File: config.mk
export PLATFORM = sky130hd
export DESIGN_NAME = ntr_word_fetch_flat
export DESIGN_NICKNAME = d
export VERILOG_FILES = /design/src/rtl/ntr_word_fetch_if.sv /design/src/rtl/ntr_word_fetch.sv /design/src/flat_wrapper.sv
export SDC_FILE = /design/constraint.sdc
export NUM_CORES = 1
export LEC_CHECK = 0
export ABC_AREA = 1
export BUFFER_PORTS_ARGS = -buffer_cell sky130_fd_sc_hd__buf_2
export CAP_MARGIN = 15
export CORE_UTILIZATION = 36
export CTS_CLUSTER_SIZE = 16
export DETAILED_ROUTE_END_ITERATION = 8
export GPL_ROUTABILITY_DRIVEN = 1
export SLEW_MARGIN = 30
export SYNTH_ARGS = -nofsm -noshare
export SYNTH_HDL_FRONTEND = slang
export SYNTH_SLANG_ARGS = --single-unit
File: constraint.sdc
create_clock -name clk -period 6.3 [get_ports clk]
set_input_delay 0.945 -clock clk [delete_from_list [all_inputs] [get_ports clk]]
set_output_delay 0.945 -clock clk [all_outputs]
set_load 0.02 [all_outputs]
File: src/rtl/ntr_word_fetch_if.sv
// ntr_word_fetch_if: control, memory-read and serializer bus of ntr_word_fetch (NTR_FETCH_UNDERRUN_CNT_EN adds underrun_cnt)
interface ntr_word_fetch_if #(
  parameter int ADDR_W = 16,
  parameter int CNT_W = 10
);
  logic start;
  logic [ADDR_W-1:0] start_addr;
  logic [CNT_W-1:0] word_count;
  logic busy;
  logic done;
  logic mem_rd;
  logic [ADDR_W-1:0] mem_addr;
  logic mem_ack;
  logic [31:0] mem_data;
  logic resp_en;
  logic resp_request;
  logic [31:0] resp_data;
  logic underrun;
`ifdef NTR_FETCH_UNDERRUN_CNT_EN
  logic [7:0] underrun_cnt;
  modport slave(
    input start, start_addr, word_count, mem_ack, mem_data, resp_en, resp_request,
    output busy, done, mem_rd, mem_addr, resp_data, underrun, underrun_cnt
  );
  modport master(
    output start, start_addr, word_count, mem_ack, mem_data, resp_en, resp_request,
    input busy, done, mem_rd, mem_addr, resp_data, underrun, underrun_cnt
  );
`else
  modport slave(
    input start, start_addr, word_count, mem_ack, mem_data, resp_en, resp_request,
    output busy, done, mem_rd, mem_addr, resp_data, underrun
  );
  modport master(
    output start, start_addr, word_count, mem_ack, mem_data, resp_en, resp_request,
    input busy, done, mem_rd, mem_addr, resp_data, underrun
  );
`endif
endinterface

File: src/rtl/ntr_word_fetch.sv
// ntr_word_fetch: sequential word prefetch into a FIFO for the NTR byte serializer (NTR_FETCH_UNDERRUN_CNT_EN adds saturating underrun_cnt)
module ntr_word_fetch #(
  parameter int DEPTH = 4,
  parameter int ADDR_W = 16,
  parameter int CNT_W = 10
)(
  input logic clk,
  input logic rst_n,
  ntr_word_fetch_if.slave bus
);
  localparam int PW = $clog2(DEPTH);
  localparam logic [PW:0] FULL = (PW+1)'(DEPTH);
  typedef enum logic [1:0] {IDLE, FETCH, DRAIN} state_t;
  state_t state_q, state_d;
  logic [31:0] fifo_q [DEPTH];
  logic [PW-1:0] wp_q, wp_d, rp_q, rp_d;
  logic [PW:0] cnt_q, cnt_d;
  logic [ADDR_W-1:0] addr_q, addr_d;
  logic [CNT_W-1:0] rem_q, rem_d, rem_n;
  logic rd_q, rd_d, done_q, done_d, unr_q, unr_d;
  logic accept, ack, pop_req, pop, empty_pop;
  always_comb begin
    accept = state_q == IDLE && bus.start;
    ack = rd_q && bus.mem_ack;
    pop_req = state_q != IDLE && bus.resp_en && bus.resp_request;
    pop = pop_req && cnt_q != '0;
    empty_pop = pop_req && cnt_q == '0;
    cnt_d = cnt_q + (PW+1)'(ack) - (PW+1)'(pop);
    wp_d = wp_q + PW'(ack);
    rp_d = rp_q + PW'(pop);
    rem_n = rem_q - CNT_W'(ack);
    addr_d = accept ? bus.start_addr : addr_q + ADDR_W'(ack);
    rem_d = accept ? bus.word_count : rem_n;
    rd_d = (state_q == FETCH && ((rd_q && !ack) || (rem_n != '0 && cnt_d != FULL))) || (accept && bus.word_count != '0);
    unr_d = !accept && (unr_q || empty_pop);
    done_d = (accept && bus.word_count == '0) || (state_q == DRAIN && pop && cnt_q == (PW+1)'(1));
    state_d = accept ? (bus.word_count == '0 ? IDLE : FETCH) :
              (state_q == FETCH && rem_n == '0) ? DRAIN :
              done_d ? IDLE : state_q;
  end
  always_ff @(posedge clk) begin
    if (!rst_n) begin
      state_q <= IDLE;
      wp_q <= '0;
      rp_q <= '0;
      cnt_q <= '0;
      addr_q <= '0;
      rem_q <= '0;
      rd_q <= 1'b0;
      done_q <= 1'b0;
      unr_q <= 1'b0;
    end else begin
      state_q <= state_d;
      wp_q <= wp_d;
      rp_q <= rp_d;
      cnt_q <= cnt_d;
      addr_q <= addr_d;
      rem_q <= rem_d;
      rd_q <= rd_d;
      done_q <= done_d;
      unr_q <= unr_d;
    end
  end
  always_ff @(posedge clk) begin
    if (ack) fifo_q[wp_q] <= bus.mem_data;
  end
`ifdef NTR_FETCH_UNDERRUN_CNT_EN
  logic [7:0] ucnt_q, ucnt_d;
  always_comb ucnt_d = accept ? '0 : ucnt_q + 8'(empty_pop && ucnt_q != 8'hFF);
  always_ff @(posedge clk) begin
    if (!rst_n) ucnt_q <= '0;
    else ucnt_q <= ucnt_d;
  end
  assign bus.underrun_cnt = ucnt_q;
`endif
  assign bus.busy = state_q != IDLE;
  assign bus.done = done_q;
  assign bus.mem_rd = rd_q;
  assign bus.mem_addr = addr_q;
  assign bus.resp_data = cnt_q == '0 ? '0 : fifo_q[rp_q];
  assign bus.underrun = unr_q;
endmodule

File: src/flat_wrapper.sv
// flat-port wrapper written by rule: the top's interface ports become plain ports
module ntr_word_fetch_flat 
#(
  parameter int DEPTH = 4,
  parameter int ADDR_W = 16,
  parameter int CNT_W = 10
)
  (clk, rst_n, bus_start, bus_start_addr, bus_word_count, bus_mem_ack, bus_mem_data, bus_resp_en, bus_resp_request, bus_busy, bus_done, bus_mem_rd, bus_mem_addr, bus_resp_data, bus_underrun);
  ntr_word_fetch_if #(.ADDR_W(ADDR_W), .CNT_W(CNT_W)) bus_i ();
  input logic clk;
  input logic rst_n;
  input wire logic [$bits(bus_i.start)-1:0] bus_start;
  input wire logic [$bits(bus_i.start_addr)-1:0] bus_start_addr;
  input wire logic [$bits(bus_i.word_count)-1:0] bus_word_count;
  input wire logic [$bits(bus_i.mem_ack)-1:0] bus_mem_ack;
  input wire logic [$bits(bus_i.mem_data)-1:0] bus_mem_data;
  input wire logic [$bits(bus_i.resp_en)-1:0] bus_resp_en;
  input wire logic [$bits(bus_i.resp_request)-1:0] bus_resp_request;
  output wire logic [$bits(bus_i.busy)-1:0] bus_busy;
  output wire logic [$bits(bus_i.done)-1:0] bus_done;
  output wire logic [$bits(bus_i.mem_rd)-1:0] bus_mem_rd;
  output wire logic [$bits(bus_i.mem_addr)-1:0] bus_mem_addr;
  output wire logic [$bits(bus_i.resp_data)-1:0] bus_resp_data;
  output wire logic [$bits(bus_i.underrun)-1:0] bus_underrun;
  assign bus_i.start = bus_start;
  assign bus_i.start_addr = bus_start_addr;
  assign bus_i.word_count = bus_word_count;
  assign bus_i.mem_ack = bus_mem_ack;
  assign bus_i.mem_data = bus_mem_data;
  assign bus_i.resp_en = bus_resp_en;
  assign bus_i.resp_request = bus_resp_request;
  assign bus_busy = bus_i.busy;
  assign bus_done = bus_i.done;
  assign bus_mem_rd = bus_i.mem_rd;
  assign bus_mem_addr = bus_i.mem_addr;
  assign bus_resp_data = bus_i.resp_data;
  assign bus_underrun = bus_i.underrun;
  ntr_word_fetch #(.DEPTH(DEPTH), .ADDR_W(ADDR_W), .CNT_W(CNT_W)) u_core (.clk(clk), .rst_n(rst_n), .bus(bus_i));
endmodule
; ---- Yosys cells after proc, flatten, opt, wreduce, memory -nomap -nowiden
; Memories as Yosys holds them, arrays and structs flattened. A register that Yosys moved wholly into a read port is not among the register bits.
; Cells that the tools add are included.
[totals]
register_bits = 38
latch_bits = 0
ramBits = 128
romBits = 0
out_inout_bits = 52
memories = 1
[classes]
n_addsub = 6
mul = 0
n_div = 0
magnitude_cmp = 0
eq_ne = 4
shifts = 0
muxes = 10
n_bitwise = 0
reduce_logical = 30
[mem_list]
columns = name, words, word_bits, read_ports, rd_ports_with_merged_regs, wr, line_no
row1 = u_core.fifo_q, 4, 32, 1, 1, 1, ntr_word_fetch.sv:15  ; logic [31:0] fifo_q [DEPTH];
[op_table]
columns = operator, count
row1 = 32-bit 2-to-1 mux, 1
row2 = 10-bit zero test, 2
row3 = 10-bit nonzero test, 2
row4 = 16-bit by 1-bit adder with 16-bit output, 1
row5 = 16-bit 2-to-1 mux, 1
row6 = 1-bit logical AND, 15
row7 = 10-bit 2-to-1 mux, 1
row8 = 10-bit by 1-bit subtractor with 10-bit output, 1
row9 = 2-bit 2-to-1 mux, 4
row10 = 3-bit nonzero test, 2
row11 = 2-bit by 1-bit adder with 2-bit output, 2
row12 = 1-bit logical OR, 4
row13 = 3-bit by 1-bit adder with 3-bit output, 1
row14 = 3-bit by 1-bit == test with 1-bit output (second input constant), 1
row15 = 3-bit zero test, 1
row16 = 1-bit 2-to-1 mux, 3
row17 = 3-bit inequality test (second input constant), 1
row18 = 3-bit by 1-bit subtractor with 3-bit output, 1
row19 = 2-bit by 1-bit == test with 1-bit output (second input constant), 1
row20 = 2-bit == test (second input constant), 1
row21 = 1-bit zero test, 2
row22 = 2-bit zero test, 1
row23 = 2-bit nonzero test, 1

; ---- Logic depth before layout (Yosys ltp)
[logic_depth]
word_depth = 10
ltp_mapped = 17

; ---- Least setup slack after synthesis
; OpenSTA, ideal clock, no wires.
[synth_path]
path_kind = input to register
from = input port bus_mem_ack
to = memory u_core.fifo_q[0][0] (enable)
arrival_ns = 3.255
t_required_ns = 5.839
setup_slack_ns = 2.584
cell_stages = 2
n_path_buf = 0
cell_sequence = nand2_1 -> nor3_1
[synth_via]
elab_chain_cells = 3
[synth_rtl]
columns = element, line_no
row1 = from (decl), flat_wrapper.sv:15  ; input wire logic [$bits(bus_i.mem_ack)-1:0] bus_mem_ack;
row2 = 1-bit logical AND, ntr_word_fetch.sv:24  ; ack = rd_q && bus.mem_ack;
row3 = 1-bit 2-to-1 mux, ntr_word_fetch.sv:65  ; if (ack) fifo_q[wp_q] <= bus.mem_data;
row4 = 1-bit 2-to-1 mux (not written as such), ntr_word_fetch.sv:65
row5 = to (decl), ntr_word_fetch.sv:15
; No other way between the ends.

; ---- Worst setup path in the final report
[layout_path]
from = register u_core.cnt_q[1]
to = register u_core.rd_q, in the netlist u_core.bus.mem_rd
[layout_via]
elab_chain_cells = 8
word_cells_on_any_way = 9
[layout_rtl]
columns = element, line_no
row1 = from (decl), ntr_word_fetch.sv:17  ; logic [PW:0] cnt_q, cnt_d;
row2 = from (signal assigned), ntr_word_fetch.sv:56  ; cnt_q <= cnt_d;
row3 = branches (longest 2 deep; another with 3-bit by 1-bit adder with 3-bit output), n/a
row4 = 3-bit by 1-bit subtractor with 3-bit output (*), ntr_word_fetch.sv:28  ; cnt_d = cnt_q + (PW+1)'(ack) - (PW+1)'(pop);
row5 = 3-bit inequality test (*), ntr_word_fetch.sv:34  ; rd_d = (state_q == FETCH && ((rd_q && !ack) || (rem_n != '0 && cnt_d != FULL))) || (accept && bus.word_count ! ...
row6 = 1-bit logical AND (*), ntr_word_fetch.sv:34
row7 = 1-bit logical OR (*), ntr_word_fetch.sv:34
row8 = 1-bit logical AND (*), ntr_word_fetch.sv:34
row9 = 1-bit logical OR (*), ntr_word_fetch.sv:34
row10 = to (signal assigned), ntr_word_fetch.sv:59  ; rd_q <= rd_d;
row11 = to (decl), ntr_word_fetch.sv:20  ; logic rd_q, rd_d, done_q, done_d, unr_q, unr_d;
; Every way passes the cells marked *.
; A chain may end at the register's enable or synchronous reset.

==> results.cfg <==
[status]
outcome = finished clean

[worst_setup_path]
worstPathRequired_ps = 6610
end_kind = register
cp-start-kind = register
reg2reg_depth = 17
worst_r2r_endpoint = u_core.bus.mem_rd$_SDFF_PN0_
arrival_ps = 3530
r2r-start = u_core.cnt_q[1]$_SDFF_PN0_
critPathMaxFanout = 33
crit_type = register to register
rrSetupSlack_ps = 3080

[clock_tree]
h-tree-depth = 4
cts_resized = 0
post_cts_buffers = 0
path_clk_slew_ps = 70
root_buffer = clkbuf_16
cts_tree = yes
cts_sinks = 166
hold_buffers = 0
cts.path.max_buffers = 2
clkLatencyLatePin_ps = 430
cts_buffers = 17

[final_layout]
utilization_pct = 44.8
instances_no_fill = 1051
syn_to_final_growth_pct = 21.1
final_layout_size_suffix_gt1_share_pct = 21.4
nNetsFinal = 850

[logic_synthesis]
synth_top_area_share_pct = 54.9
yosysWarnings = 0
synth_top_area_cell = edfxtp_1
synthFlopType = edfxtp_1
ys_seq_elements = 166
synth.avg_cell_area_sq_um = 10.5
yosysSeqAreaShare_pct = 65.8
synth_area_leaders = edfxtp_1 55%, dfxtp_1 11%, nor2_1 8.4%, o21ai_0 6.4%, a21oi_1 2.8%
synth-edff-count = 128
yosysUniqueCellTypes = 34
syn-num-nets = 738
async_flop_share_pct = 0
syn_inst = 665
syn_area_sq_um = 7000

[sta]
worst_slew_margin_rel_pct = 36.7
fin_crit_sh_pct = 51.1
tns_ps = 0
worst_slew_pin_slew_ps = 947
fin_skew_ps = 6.74
setup_ws_ps = 3080
grt_setup_unrepaired = no
hold_viol = 0
clock.fmax_mhz = 311
drv_slew = 0
finalCriticalPeriod_ps = 3220
final-setup-viol-count = 0

[place]
place_worst_setup_slack_ps = 3040
io_buffer_count = 115
dpl.hpwl_mm = 9.06
gp_congestion = 0.828
dpl.cell_count = 1018

[floorplanning]
die_y_um = 141
core_area_sq_um = 18900
initial_core_util_pct = 37.0
fp.dieW_um = 141
die-area_sq_um = 20000
ios = 116
num_rows = 50

[route]
via_per_inst = 4.71
via_count = 4950
drt_iter0_markers = 331
ant_nets = 0
detail_route.wl_per_cell_um = 14.6
routed_wl_mm = 15.4
drc = 0
dr.pass1.iters = 5

[hold_path]
hp-class = register to register
whs_path_depth = 2
holdPathEnd = u_core.bus.underrun$_SDFF_PN0_
hold_start = u_core.bus.underrun$_SDFF_PN0_

[flow_run]
maxCapViolCount = 0

[grt]
antenna_found_initial = 2
grt_pass1_vias = 4795
grt_use_total_pct = 16.3
grt_max_degree = 66
grt_pass1_wl_mm = 24.7
grt-ovfl-total = 0

[power_and_ir_drop]
p_per_area_nw_per_um2 = 306
leakage_nw = 3.48
ir_drop_mv = 0.188
## registers in the layout, indices dropped and copies added (netlist names)
name	count
u_core.bus.done	1
u_core.bus.mem_addr	16
u_core.bus.mem_rd	1
u_core.bus.underrun	1
u_core.cnt_q	3
u_core.fifo_q	128
u_core.rem_q	10
u_core.rp_q	2
u_core.state_q	2
u_core.wp_q	2
## cell usage in the layout (no fill, tap or decap), types with 5 or more instances in the layout
cell,synthesis,final
buf_4,1,9
inv_1,51,51
nor2_1,157,157
nor3_2,2,6
clkbuf_16,0,17
nand3_1,12,12
o21ai_0,89,89
inv_6,0,6
edfxtp_1,128,128
buf_2,1,115
xor2_1,8,8
ha_1,8,8
xnor2_1,9,9
nor3_1,9,5
o21bai_1,15,15
a21oi_1,39,39
dfxtp_1,38,37
nand2_1,48,48
## through the flow
step	total power [W]	hold WS, ps	area, sq um
2_1_floorplan	0.00144	472	7000
3_3_place_gp	0.00155	448	7860
3_5_place_dp	0.00155	493	7860
4_1_cts	0.00262	505	8470
5_1_grt	0.00269	515	8470
6_report	0.00259	502	8470
## area by class of cell
class	count	area, sq um
Tap cell	260	325
Sequential cell	166	4610
Inverter	52	195
Multi-Input combinational cell	416	2090
Antenna cell	1	2.50
Clock buffer	18	429
Clock inverter	14	175
Timing Repair Buffer	124	643
Fill cell	1846	10400
## synthesized netlist by cell type (3+ instances only)
| library cell | number |
|---|---|
| inv_1 | 51 |
| xor2_1 | 8 |
| nand4_1 | 4 |
| nor2_1 | 157 |
| nor3_1 | 9 |
| a21oi_1 | 39 |
| clkbuf_1 | 21 |
| dfxtp_1 | 38 |
| o211ai_1 | 3 |
| o21bai_1 | 15 |
| nand3_1 | 12 |
| ha_1 | 8 |
| buf_1 | 7 |
| o21ai_0 | 89 |
| xnor2_1 | 9 |
| edfxtp_1 | 128 |
| nand2_1 | 48 |
## cells by family after synthesis
group | after synthesis | synth area share (%)
AND/OR/NAND/NOR | 241 | 14.3
flip-flops | 166 | 65.8
AO/OA/AOI/OAI | 149 | 11.4
buffers and inverters | 83 | 4.63
XOR/XNOR | 17 | 2.13
adder cells (fa/ha/maj) | 9 | 1.72
## worst max path at each step
stage	start	to	slack, ps
global route	u_core.cnt_q[1]$_SDFF_PN0_	u_core.bus.mem_rd$_SDFF_PN0_	2700
detailed placement	u_core.cnt_q[1]$_SDFF_PN0_	u_core.bus.mem_rd$_SDFF_PN0_	3040
global placement	u_core.cnt_q[1]$_SDFF_PN0_	u_core.bus.mem_rd$_SDFF_PN0_	3100
floorplan	bus_mem_ack	u_core.fifo_q[0][0]$_DFFE_PP_	2580
finish	u_core.cnt_q[1]$_SDFF_PN0_	u_core.bus.mem_rd$_SDFF_PN0_	3080
CTS	u_core.cnt_q[1]$_SDFF_PN0_	u_core.bus.mem_rd$_SDFF_PN0_	3020
## worst max-delay path, cell delays in order, from the launching register on
cell and delay (ps):
dfxtp_1 350, nor2_1 160, inv_1 120, nor2_4 720, nor2_1 250, ha_1 340, inv_1 50, ha_1 130
inv_1 40, fa_1 370, xnor2_1 160, inv_1 70, nor2_1 80, nand2_1 50, nand2_1 60, nand2_1 50
nand2_1 50, a21oi_1 50
## where the power goes
group / internal, W / switching [W] / total [W]
combinational: 0.0000938 / 0.000196 / 0.000290
sequential: 0.00121 / 0.0000226 / 0.00124
clock: 0.000604 / 0.000458 / 0.00106
## metal layers
layer  GRT usage [%]  vias up  routed length, um
met1            20.1     2318               6910
met2            26.8      117               7280
met4            5.60        0                170
li1                -     2500                  -
met5               0        -                  0
met3            5.23       15               1030
Note: power is estimated with default switching activity, not from simulation.
